<file path="config.mk">
export PLATFORM = sky130hd
export DESIGN_NAME = lab3_demux4_capture_flat
export DESIGN_NICKNAME = d
export VERILOG_FILES = /design/src/rtl/lab3_demux4_capture_if.sv /design/src/rtl/lab3_demux4_capture.sv /design/src/flat_wrapper.sv
export SDC_FILE = /design/constraint.sdc
export NUM_CORES = 1
export LEC_CHECK = 0
export CORE_MARGIN = 1.5
export CORE_UTILIZATION = 34
export CTS_BUF_LIST = sky130_fd_sc_hd__clkbuf_8
export CTS_CLUSTER_DIAMETER = 100
export CTS_CLUSTER_SIZE = 20
export DETAILED_ROUTE_END_ITERATION = 8
export PLACE_DENSITY = 0.65
export SLEW_MARGIN = 40
export SYNTH_ARGS = -nofsm -noshare
export SYNTH_HDL_FRONTEND = slang
export SYNTH_SLANG_ARGS = --single-unit
</file>
<file path="constraint.sdc">
create_clock -name clk -period 1.6 [get_ports clk]
set_input_delay 0.16 -clock clk [delete_from_list [all_inputs] [get_ports clk]]
set_output_delay 0.16 -clock clk [all_outputs]
set_load 0.02 [all_outputs]
</file>
<file path="src/rtl/lab3_demux4_capture_if.sv">
// rtl/lab3_demux4_capture_if.sv - serial capture bus between bit source and demux/capture block
interface lab3_demux4_capture_if;
  logic       din;
  logic       din_valid;
  logic       ctrl;
  logic [1:0] s;
  logic [3:0] q;
  logic       q_valid;
  logic [1:0] slot;
  logic       busy;
  logic       timeout;

  modport master (
    output din, din_valid, ctrl, s,
    input  q, q_valid, slot, busy, timeout
  );

  modport slave (
    input  din, din_valid, ctrl, s,
    output q, q_valid, slot, busy, timeout
  );
endinterface

</file>
<file path="src/rtl/lab3_demux4_capture.sv">
// rtl/lab3_demux4_capture.sv - 4-slot serial demultiplexer with auto-scan frame capture and direct write
module lab3_demux4_capture #(
  parameter int TIMEOUT_CYCLES = 200
) (
  input logic                  clk,
  input logic                  reset,
  lab3_demux4_capture_if.slave bus
);

  typedef enum logic [1:0] {IDLE, COLLECT, DONE} state_t;

  localparam int CW = $clog2(TIMEOUT_CYCLES + 1);
  // Idle count at which the next empty COLLECT cycle abandons the frame.
  localparam logic [CW-1:0] TO_LAST = CW'(TIMEOUT_CYCLES - 1);

  state_t        state, state_next;
  logic [1:0]    slot_cnt, slot_next;
  logic [3:0]    shadow, shadow_next;
  logic [3:0]    q_hold, q_next;
  logic          valid_pulse, valid_next;
  logic          timeout_pulse, timeout_next;
  logic [CW-1:0] idle_cnt, cnt_next;

  // State and datapath registers; reset overrides everything, including a frame in flight.
  always_ff @(posedge clk) begin
    if (reset) begin
      state         <= IDLE;
      slot_cnt      <= 2'd0;
      shadow        <= 4'b0000;
      q_hold        <= 4'b0000;
      valid_pulse   <= 1'b0;
      timeout_pulse <= 1'b0;
      idle_cnt      <= '0;
    end else begin
      state         <= state_next;
      slot_cnt      <= slot_next;
      shadow        <= shadow_next;
      q_hold        <= q_next;
      valid_pulse   <= valid_next;
      timeout_pulse <= timeout_next;
      idle_cnt      <= cnt_next;
    end
  end

  // Next-state and next-value logic; mode is only looked at in IDLE so a frame always finishes in the mode it started.
  always_comb begin
    state_next   = state;
    slot_next    = slot_cnt;
    shadow_next  = shadow;
    q_next       = q_hold;
    valid_next   = 1'b0;
    timeout_next = 1'b0;
    cnt_next     = idle_cnt;

    case (state)
      IDLE: begin
        if (bus.din_valid) begin
          if (bus.ctrl) begin
            q_next[bus.s] = bus.din;
            valid_next    = 1'b1;
          end else begin
            shadow_next[0] = bus.din;
            slot_next      = 2'd1;
            cnt_next       = '0;
            state_next     = COLLECT;
          end
        end
      end

      COLLECT: begin
        // An arriving bit beats the timeout even on the cycle the limit would be hit.
        if (bus.din_valid) begin
          shadow_next[slot_cnt] = bus.din;
          cnt_next              = '0;
          if (slot_cnt == 2'd3) begin
            // Slot holds at 3 here; it returns to 0 only when DONE publishes the frame.
            state_next = DONE;
          end else begin
            slot_next = slot_cnt + 2'd1;
          end
        end else if (idle_cnt == TO_LAST) begin
          timeout_next = 1'b1;
          shadow_next  = 4'b0000;
          slot_next    = 2'd0;
          cnt_next     = '0;
          state_next   = IDLE;
        end else begin
          cnt_next = idle_cnt + CW'(1);
        end
      end

      DONE: begin
        // Any bit offered here is dropped; the next frame must start from IDLE.
        q_next     = shadow;
        valid_next = 1'b1;
        slot_next  = 2'd0;
        state_next = IDLE;
      end

      default: begin
        state_next = IDLE;
      end
    endcase
  end

  assign bus.q       = q_hold;
  assign bus.q_valid = valid_pulse;
  assign bus.slot    = slot_cnt;
  assign bus.busy    = (state != IDLE);
  assign bus.timeout = timeout_pulse;

endmodule

</file>
<file path="src/flat_wrapper.sv">
// flat-port wrapper written by rule: the top's interface ports become plain ports
module lab3_demux4_capture_flat 
#(
  parameter int TIMEOUT_CYCLES = 200
)
  (clk, reset, bus_din, bus_din_valid, bus_ctrl, bus_s, bus_q, bus_q_valid, bus_slot, bus_busy, bus_timeout);
  lab3_demux4_capture_if bus_i ();
  input logic clk;
  input logic reset;
  input wire logic [$bits(bus_i.din)-1:0] bus_din;
  input wire logic [$bits(bus_i.din_valid)-1:0] bus_din_valid;
  input wire logic [$bits(bus_i.ctrl)-1:0] bus_ctrl;
  input wire logic [$bits(bus_i.s)-1:0] bus_s;
  output wire logic [$bits(bus_i.q)-1:0] bus_q;
  output wire logic [$bits(bus_i.q_valid)-1:0] bus_q_valid;
  output wire logic [$bits(bus_i.slot)-1:0] bus_slot;
  output wire logic [$bits(bus_i.busy)-1:0] bus_busy;
  output wire logic [$bits(bus_i.timeout)-1:0] bus_timeout;
  assign bus_i.din = bus_din;
  assign bus_i.din_valid = bus_din_valid;
  assign bus_i.ctrl = bus_ctrl;
  assign bus_i.s = bus_s;
  assign bus_q = bus_i.q;
  assign bus_q_valid = bus_i.q_valid;
  assign bus_slot = bus_i.slot;
  assign bus_busy = bus_i.busy;
  assign bus_timeout = bus_i.timeout;
  lab3_demux4_capture #(.TIMEOUT_CYCLES(TIMEOUT_CYCLES)) u_core (.clk(clk), .reset(reset), .bus(bus_i));
endmodule
</file>
# Word level (Yosys, flattened, before mapping)
# Cells that the tools add are included.
# classes
mux	32
reduce_logical	15
n_addsub	2
magnitude_cmp	4
bitwise_logic	1
eq_ne	10
# op_table
op	count
2-to-1 mux 8 bit	4
2-to-1 mux 4 bit	4
one-hot mux 8 bit (2 select lines)	1
2-to-1 mux 2 bit	7
adder 8 x 1 -> 8 bit (second input constant)	1
bitwise mux 4 bit	2
== test 8 bit (second input constant)	1
one-hot mux 4 bit (2 select lines)	1
AND reduction 4 bit	2
nonzero test 2 bit	4
2-to-1 mux 1 bit	7
< comparator 2 x 3 -> 1 bit (second input constant)	2
inequality test 2 bit (second input constant)	3
inequality test 3 x 2 -> 1 bit (second input constant)	2
one-hot mux 2 bit (3 select lines)	1
AND reduction 3 bit	2
AND reduction 5 bit	1
demux 1 bit (select 2 bit)	2
== test 2 bit (second input constant)	2
>= comparator 2 x 1 -> 1 bit (second input constant)	2
one-hot mux 1 bit (2 select lines)	2
one-hot mux 2 bit (2 select lines)	1
inequality test 3 bit (second input constant)	1
nonzero test 3 bit	1
other kinds (7)	8
# totals
reg_bits	22
output_inout_bits	9
word_cells	72

# Logic depth before layout (Yosys ltp)
# Gate-level depths: netlist (run 1).
# depth
ltp_word	8
mapped_depth	7

# Least setup slack after synthesis (run 1)
# No wires, ideal clock.
# synth_path
kind	reg2reg
start	reg u_core.slot_cnt[0] (netlist: u_core.bus.slot[0])
end	reg u_core.slot_cnt[1] (netlist: u_core.bus.slot[1])
t_arrival_ns	1.707
path_stages_with_launch	6
setup_slack_ns	-0.177
cell_sequence	dfxtp_1 ha_1 and3_1 a211o_1 or4_1 a21oi_1
# synth_between
elab_chain_cells	4
elab_cells_between_ends	7
classes_between	add/sub: 1; eq/ne: 2; mux: 3; reduce/logical: 1
# synth_rtl
item	line	source
start: declaration	lab3_demux4_capture.sv:17	logic [1:0] slot_cnt, slot_next;
start signal: assignment	lab3_demux4_capture.sv:36	slot_cnt <= slot_next;
adder 2 x 1 -> 2 bit	lab3_demux4_capture.sv:79	slot_next = slot_cnt + 2'd1;
2-to-1 mux 2 bit	lab3_demux4_capture.sv:75	if (slot_cnt == 2'd3) begin
2-to-1 mux 2 bit	lab3_demux4_capture.sv:72	if (bus.din_valid) begin
one-hot mux 2 bit (3 select lines)	lab3_demux4_capture.sv:55	case (state)
# Parallel ways exist; a longest one is shown, timed or not. The select of a mux whose other input is x is not followed.
# A chain may end at the register's enable or synchronous reset.

# Final worst setup path (run 1)
# layout_path
start	reg u_core.state[1]
end	reg u_core.slot_cnt[1] (netlist: u_core.bus.slot[1])
# layout_between
elab_chain_cells	3
elab_cells_between_ends	10
classes_between	eq/ne: 6; mux: 1; reduce/logical: 3
# layout_rtl
item	line	source
start: declaration	lab3_demux4_capture.sv:16	state_t state, state_next;
start signal: assignment	lab3_demux4_capture.sv:35	state <= state_next;
== test 2 x 1 -> 1 bit, or another cell as far along	lab3_demux4_capture.sv:55	
inequality test 3 bit (no source line), or another cell as far along	-	
AND reduction 5 bit (no source line)	-	
# Parallel ways exist; a longest one is shown, timed or not.

==> run summary, run 1 <==
CP max FO = 4
Detailed Routing Iterations Pass 1 = 4
Layout area overhead = 48.3%
post-synthesis sequential area ratio = 34.9%
pwr dens = 1030 nW/um2
Root Buffer = clkbuf_8
slew margin rel. = 82.8%
nets = 214
Post-synth EDFFs = 0
most common flop cell mapped by yosys = dfxtp_1
pins over their slew limit = 0
WL final = 3420 um
H-Tree Depth = 1
Synth area leader = dfxtp_1
Post-Route Utilization = 54.4%
vias in the first global route = 1202
Detail Route Antenna Nets = 0
fillers = 317
Setup WS post-layout = 0.0150 ns
share of post-route cells with drive strength above 1 = 32.0%
detailed placement HPWL = 2550 um
final hold violations = 0
via count = 1287
run status = complete, no violations
Hold Buf Count CTS = 0
Placed Area = 1720 um2
ant diodes = 0
skew final = 0.00511 ns
Vias/cell = 5.30
Worst-Skew Late Latency = 0.27 ns
CTS tree = built
top-count cell post-synth = dfxtp_1
Finished Cell Area = 1870 um2
Initial Utilization = 36.7%
# clock sinks = 22
Rows = 21
Ports = 16
critical path class = reg2reg
worst slack at placement = -0.193 ns
DR WL/cell = 14.1 um
Core ar. = 3440 um2
Die Ht = 63.9 um
Synth Register Bits = 22
Mapped Area = 1260 um2
Die Footprint = 4090 um2
Tightest Pin Transition = 0.257 ns
Num CTS Buffers = 3
gpl congestion = 0.844
max cap viols = 0
min-delay worst type = reg2reg
CP endpoint kind = register
top cells by area, synth = dfxtp_1, ha_1, nand2_1, a21oi_1, nor2_1
synth warn = 0
pin count of the biggest net entering global routing = 14
worst vdd ir = 0.000896 V
RSZ-0062 raised after global routing = true
Global Route Usage Sum = 16.8%
DR iter-0 viols = 105
area of the multi-input gates = 858 um2
worst path required time = 1.80 ns
Tmin final = 1.58 ns
Remaining DRCs = 0
Synth top area share = 34.9%
Worst Path Arrival = 1.78 ns
Mapped Cells = 151
port bufs = 15
Leak Pwr = 0.000753 uW
Die Wd = 63.9 um
crit start category = register
Yosys cell types = 37
CTS max path bufs = 2
Inst Count DP = 235
Synthesized Nets = 167
first-pass GRT wire length = 5480 um
remaining global-route overflow = 0
Tcrit/Tclk final = 99.1%
FF+latch area = 455 um2
Hold Worst Slack = 0.507 ns
asr flop ratio synth = 0%
Avg Inst Size Synth = 8.36 um2
Finished Layout Cells = 243
initial antenna violation count = 0
Synth top cells by count = dfxtp_1, nand2_1, nor2_1
fmax = 631 MHz
CTS clock-pin slew for the worst setup and hold paths = 0.08 ns
Setup-failing EPs final = 0
[metrics by stage]
stage | total power [uW] | setup TNS, ns
global route | 2010 | -0.0543
floorplan | 1000 | 0
CTS | 1850 | 0
global placement | 1280 | -0.659
detailed placement | 1300 | -1.12
finish | 1920 | 0
[where the power goes]
part / total [uW] / internal [uW] / leakage [uW] / switching, uW
clock network: 531 / 335 / 0.0000357 / 196
logic: 765 / 394 / 0.000536 / 371
registers: 625 / 591 / 0.000182 / 34.0
[final cells by class]
type,count,share of cell area [%]
multi-input combinational,116,45.9
sequential,22,24.3
timing repair buffer,47,21.2
tap,46,3.07
clock buffer,3,2.21
inverter,8,1.74
clock inverter,1,1.60
[per-layer routing]
layer	up-vias	wire length, um	global-route usage [%]
met5	-	0	0
met4	0	30	5.16
met3	4	117	3.52
met2	18	1780	28.0
met1	630	1490	21.7
li1	635	-	-
[cell families (layout without fill, tap and decap cells)]
kind of cell	Yosys count	in the layout	synth area share, %
compound gates	37	37	19.4
buf+inv	13	59	4.16
simple gates	62	62	26.8
mux	3	3	2.38
fa+ha+maj	9	9	8.92
flops	22	22	34.9
xor+xnor	5	5	3.47
[flip-flops by register name, indices dropped and copies added, names as in the netlist]
register and flops:
u_core.shadow 4, u_core.bus.q_valid 1, u_core.idle_cnt 8, u_core.bus.q 4, u_core.state 2, u_core.bus.timeout 1
u_core.bus.slot 2
[critical path: stages (launching register included)]
cell and delay (ns):
dfxtp_2 0.35, inv_4 0.05, ha_4 0.17, and3_4 0.17
a211o_1 0.23, or4_1 0.41, a21oi_1 0.13
[layout by cell type, fill, tap and decap left out, drive strengths merged, types with 2 or more instances in the layout]
| master | netlist | final |
|---|---|---|
| a211oi | 5 | 5 |
| a21bo | 2 | 2 |
| a21oi | 12 | 12 |
| a31oi | 2 | 2 |
| and4 | 2 | 2 |
| buf | 1 | 32 |
| clkbuf | 4 | 3 |
| clkdlybuf4s50 | 0 | 14 |
| dfxtp | 22 | 22 |
| ha | 9 | 9 |
| inv | 8 | 8 |
| mux2i | 3 | 3 |
| nand2 | 19 | 19 |
| nand2b | 4 | 4 |
| nand3 | 4 | 4 |
| nand3b | 3 | 3 |
| nand4 | 6 | 6 |
| nor2 | 13 | 13 |
| nor3b | 3 | 3 |
| o2111ai | 3 | 3 |
| o21ai | 7 | 7 |
| or4 | 2 | 2 |
| xnor2 | 5 | 5 |
[path summary, 6_finish.rpt]
kind | startpoint | to | slack (ns) | cells after the start
worst max-delay path | u_core.state[1] | u_core.bus.slot[1] | 0.02 | 6
worst min-delay path | u_core.shadow[3] | u_core.shadow[3] | 0.51 | 2
worst max register to register | u_core.state[1] | u_core.bus.slot[1] | 0.02 | 6
worst min register to register | u_core.shadow[3] | u_core.shadow[3] | 0.51 | 2
[what timing repair did]
action / 4_1_cts / 5_1_grt
pin swaps: 4 / 4
resized for setup: 8 / 8
setup endpoints to repair: 5 / 9
buffers inserted: 1 / 3
No activity file was read; power rests on OpenSTA's default activity.
==> run 2: changes to the inputs <==
--- a/config.mk
+++ b/config.mk
@@ -5,7 +5,7 @@
 export SDC_FILE = /design/constraint.sdc
 export NUM_CORES = 1
 export LEC_CHECK = 0
-export CORE_MARGIN = 1.5
+export CORE_MARGIN = 5
 export CORE_UTILIZATION = 34
 export CTS_BUF_LIST = sky130_fd_sc_hd__clkbuf_8
 export CTS_CLUSTER_DIAMETER = 100
==> run summary, run 2 (synthesis results as in run 1) <==
remaining global-route overflow = 0 (unchanged)
number of cells on the critical path = 6 (unchanged)
Vias/cell = 5.20 (was 5.30)
H-Tree Depth = 1 (unchanged)
RSZ-0062 raised after global routing = true (unchanged)
Leak Pwr = 0.000747 uW (was 0.000753 uW)
# clock sinks = 22 (unchanged)
Die Ht = 70.9 um (was 63.9 um)
commonest non-fill, non-tap cell in the layout = buf_4 (unchanged)
pins over their slew limit = 0 (unchanged)
gpl congestion = 0.773 (was 0.844)
Hold Buf Count CTS = 0 (unchanged)
Worst-Skew Late Latency = 0.27 ns (about the same)
Crit path max-delay family = simple AND/OR/NAND/NOR gates (unchanged)
Tcrit/Tclk final = 99.2% (was 99.1%)
FF-to-FF setup slack = 0.01 ns (was 0.02 ns)
CTS clock-pin slew for the worst setup and hold paths = 0.09 ns (was 0.08 ns)
Setup-failing EPs final = 0 (unchanged)
worst slack at placement = -0.175 ns (was -0.193 ns)
Crit-path slowest cell = or4_1 (unchanged)
CTS max path bufs = 2 (unchanged)
Layout area overhead = 47.4% (was 48.3%)
via count = 1263 (was 1287)
final hold violations = 0 (unchanged)
Ports = 16 (unchanged)
Tightest Pin Transition = 0.266 ns (was 0.257 ns)
share of post-route cells with drive strength above 1 = 31.3% (was 32.0%)
cell count of the worst reg-to-reg path = 6 (unchanged)
worst path bufs/invs = 1 (unchanged)
DR iter-0 viols = 54 (was 105)
Die Footprint = 5030 um2 (was 4090 um2)
total power draw = 1890 uW (was 1920 uW)
Rows = 22 (was 21)
worst vdd ir = 0.000541 V (was 0.000896 V)
port bufs = 15 (unchanged)
Initial Utilization = 34.7% (was 36.7%)
Setup WS post-layout = 0.0136 ns (was 0.0150 ns)
Finished Layout Cells = 243 (unchanged)
Core ar. = 3630 um2 (was 3440 um2)
Num CTS Buffers = 3 (unchanged)
CP endpoint kind = register (unchanged)
Die Wd = 70.9 um (was 63.9 um)
WL final = 3310 um (was 3420 um)
Inst Count DP = 238 (was 235)
setup_tns = 0 ns (unchanged)
nets = 212 (was 214)
Worst Path Arrival = 1.79 ns (was 1.78 ns)
skew final = 0.00750 ns (was 0.00511 ns)
CTS tree = built (unchanged)
DR WL/cell = 13.6 um (was 14.1 um)
critical-path cell list = inv_4 -> ha_4 -> and3_1 -> a211o_1 -> or4_1 -> a21oi_1 (was inv_4 -> ha_4 -> and3_4 -> a211o_1 -> or4_1 -> a21oi_1)
critical path class = reg2reg (unchanged)
Detail Route Antenna Nets = 0 (unchanged)
ant diodes = 0 (unchanged)
Root Buffer = clkbuf_8 (unchanged)
Largest Register = u_core.idle_cnt (unchanged)
max cap viols = 0 (unchanged)
initial antenna violation count = 0 (unchanged)
fmax = 630 MHz (was 631 MHz)
min-delay worst type = reg2reg (unchanged)
Detailed Routing Iterations Pass 1 = 4 (unchanged)
run status = complete, no violations (unchanged)
Finished Cell Area = 1860 um2 (was 1870 um2)
vias in the first global route = 1283 (was 1202)
crit start category = register (unchanged)
detailed placement HPWL = 2560 um (was 2550 um)
commonest cells after routing, fill and taps aside = buf_4, nand2_1, dfxtp_1 (unchanged)
CP max FO = 3 (was 4)
Placed Area = 1730 um2 (was 1720 um2)
worst path required time = 1.81 ns (was 1.80 ns)
first-pass GRT wire length = 5660 um (was 5480 um)
Worst path max stage delay = 0.40 ns (was 0.41 ns)
pwr dens = 1020 nW/um2 (was 1030 nW/um2)
Remaining DRCs = 0 (unchanged)
pin count of the biggest net entering global routing = 14 (unchanged)
Global Route Usage Sum = 14.0% (was 16.8%)
max FFs per register = 8 (unchanged)
Tmin final = 1.59 ns (was 1.58 ns)
worst hold path depth = 2 (unchanged)
slew margin rel. = 82.2% (was 82.8%)
run 2: cell types whose count changed in the layout (fill, tap and decap cells not counted), sizes merged:
cell / previous run / this run
buf: 32 / 30
run 2: timing repair:
item | CTS | global route
pin swaps | 3 | 1
setup endpoints to repair | 6 | 10
buffers inserted | 1 | 0
gates resized for setup | 7 | 10
run 2: per-stage QoR:
step	util (%)	hold slack [ns]
after floorplan	-	0.231
after global placement	47.6	0.469
after detailed placement	47.6	0.487
after CTS	50.5	0.499
after global routing	51.2	0.524
final	51.2	0.497
run 2: report_power, final:
group	total, uW	internal [uW]	switching [uW]
logic	739	377	362
clock network	531	335	197
registers	619	589	30.0
total	1890	1300	589
run 2: metal layers:
layer,vias up,share of wire [%],GRT usage [%]
met2,23,51,24.8
met1,597,44,15.8
met3,7,2.6,3.13
met5,-,0,0
li1,636,-,-
met4,0,2.1,6.47
run 2: worst paths after layout:
check	from	endpoint
max	u_core.state[1]	u_core.bus.slot[1]
min	u_core.shadow[1]	u_core.shadow[1]
max reg2reg	u_core.state[1]	u_core.bus.slot[1]
min reg2reg	u_core.shadow[1]	u_core.shadow[1]
run 2: layout make-up:
type                            instances  area [um2]
Fill cell                             341        1770
Multi-Input combinational cell        116         861
Sequential cell                        22         458
Timing Repair Buffer                   45         378
Tap cell                               48        60.1
Clock buffer                            3        41.3
Inverter                                8        32.5
Clock inverter                          1        30.0
run 2: worst register-to-register path: cells and delay by family, from the launching register on:
family	cells	cell delay (ns)
AND/OR/NAND/NOR	2	0.56
AO/OA/AOI/OAI	2	0.40
flip-flops	1	0.36
adder cells (fa/ha/maj)	1	0.16
buffers and inverters	1	0.06
==> run 3: changes to the inputs <==
--- a/config.mk
+++ b/config.mk
@@ -5,6 +5,7 @@
 export SDC_FILE = /design/constraint.sdc
 export NUM_CORES = 1
 export LEC_CHECK = 0
+export CORE_ASPECT_RATIO = 0.6
 export CORE_MARGIN = 5
 export CORE_UTILIZATION = 34
 export CTS_BUF_LIST = sky130_fd_sc_hd__clkbuf_8
==> run summary, run 3 (synthesis results as in run 1) <==
detailed placement HPWL = 2640 um (was 2560 um)
# clock sinks = 22 (unchanged)
Clock power frac = 27.5% (was 28.1%)
Worst-Skew Late Latency = 0.27 ns (about the same)
WL final = 3480 um (was 3310 um)
Vias/cell = 5.17 (was 5.20)
Hold Buf Count CTS = 0 (unchanged)
DR iter-0 viols = 75 (was 54)
combinational power share = 39.6% (was 39.1%)
Leak Pwr = 0.000757 uW (was 0.000747 uW)
Remaining DRCs = 0 (unchanged)
pwr dens = 1020 nW/um2 (about the same)
Tcrit/Tclk final = 99.0% (was 99.2%)
DR WL/cell = 14.3 um (was 13.6 um)
Tmin final = 1.58 ns (was 1.59 ns)
worst slack at placement = -0.152 ns (was -0.175 ns)
Die Ht = 57.2 um (was 70.9 um)
H-Tree Depth = 1 (unchanged)
fmax = 631 MHz (was 630 MHz)
CTS tree = built (unchanged)
remaining global-route overflow = 0 (unchanged)
Die Wd = 88.7 um (was 70.9 um)
critical path class = reg2reg (unchanged)
commonest non-fill, non-tap cell in the layout = buf_4 (unchanged)
RSZ-0062 raised after global routing = true (unchanged)
Pint = 1310 uW (was 1300 uW)
Num CTS Buffers = 3 (unchanged)
gpl congestion = 0.875 (was 0.773)
ant diodes = 0 (unchanged)
skew final = 0.00729 ns (was 0.00750 ns)
Die Footprint = 5070 um2 (was 5030 um2)
run status = complete, no violations (unchanged)
global route hottest layer = met2 (unchanged)
via count = 1262 (was 1263)
Setup WS post-layout = 0.0156 ns (was 0.0136 ns)
CTS max path bufs = 2 (unchanged)
Tightest Pin Transition = 0.382 ns (was 0.266 ns)
max FFs per register = 8 (unchanged)
Global Route Usage Sum = 14.4% (was 14.0%)
Finished Layout Cells = 244 (was 243)
Rows = 17 (was 22)
worst hold path depth = 2 (unchanged)
slew margin rel. = 74.5% (was 82.2%)
Ports = 16 (unchanged)
worst path required time = 1.79 ns (was 1.81 ns)
Root Buffer = clkbuf_8 (unchanged)
CTS clock-pin slew for the worst setup and hold paths = 0.09 ns (about the same)
Inst Count DP = 236 (was 238)
GR Layer Usage met3 = 4.18% (was 3.13%)
Setup-failing EPs final = 0 (unchanged)
Hold Worst Slack = 0.488 ns (was 0.497 ns)
switching share of power = 31.2% (about the same)
pin count of the biggest net entering global routing = 14 (unchanged)
Sequential Power Share = 33.0% (was 32.8%)
worst vdd ir = 0.000505 V (was 0.000541 V)
Detailed Routing Iterations Pass 1 = 4 (unchanged)
Largest Register = u_core.idle_cnt (unchanged)
Initial Utilization = 34.9% (was 34.7%)
M2 GR Usage = 21.7% (was 24.8%)
crit start category = register (unchanged)
port bufs = 15 (unchanged)
Sw Pwr = 594 uW (was 589 uW)
CP max FO = 3 (unchanged)
max cap viols = 0 (unchanged)
Layout area overhead = 48.3% (was 47.4%)
Detail Route Antenna Nets = 0 (unchanged)
Worst Path Arrival = 1.77 ns (was 1.79 ns)
setup_tns = 0 ns (unchanged)
met1 Use GR = 20.6% (was 15.8%)
share of post-route cells with drive strength above 1 = 30.5% (was 31.3%)
initial antenna violation count = 0 (unchanged)
cell count of the worst reg-to-reg path = 6 (unchanged)
CP endpoint kind = register (unchanged)
vias in the first global route = 1168 (was 1283)
pins over their slew limit = 0 (unchanged)
final hold violations = 0 (unchanged)
Core ar. = 3620 um2 (was 3630 um2)
commonest cells after routing, fill and taps aside = buf_4, nand2_1, dfxtp_1 (unchanged)
nets = 214 (was 212)
first-pass GRT wire length = 5760 um (was 5660 um)
min-delay worst type = reg2reg (unchanged)
## run 3: metrics by stage
stage                     util, %  cell area [um2]  total power (uW)
final                        51.8             1870              1900
after global routing         51.8             1870              2020
after CTS                    50.4             1820              1880
after detailed placement     47.9             1730              1330
after global placement       47.9             1730              1320
after floorplan                 -             1320              1000
## run 3: worst max-delay path, cell delays in order, from the launching register on
cell     delay [ns]
dfxtp_2        0.36
inv_4          0.05
ha_4           0.17
and3_4         0.16
a211o_1        0.23
or4_4          0.42
a21oi_2        0.13
## run 3: layout make-up
class                      instances  area [um2]
timing repair buffer              47         402
clock buffer                       3        41.3
inverter                           8        35.0
sequential                        22         455
multi-input combinational        116         850
clock inverter                     1        30.0
tap                               47        58.8
fill                             346        1740
## run 3: path summary, 6_finish.rpt
kind / end / from / slack [ns]
max: u_core.bus.slot[1] / u_core.state[1] / 0.02
min: u_core.shadow[0] / u_core.shadow[0] / 0.49
max reg2reg: u_core.bus.slot[1] / u_core.state[1] / 0.02
min reg2reg: u_core.shadow[0] / u_core.shadow[0] / 0.49
## run 3: metal layers
layer	vias to the layer above	part of all wire, %
met5	-	0
met4	0	0.60
met3	2	4.6
met2	27	46
met1	599	49
li1	634	-
## run 3: power by group through the flow
stage	logic, uW	registers [uW]	clock network (uW)
floorplan	344	658	0
global placement	686	630	0
detailed placement	701	633	0
CTS	718	624	537
global route	814	633	572
finish	754	628	523
## run 3: repair_timing
action                                  in CTS  in global routing
resized for setup                            5                  6
pin swaps                                    5                  5
endpoints found under the setup margin       4                  7
setup buffers                                1                  3
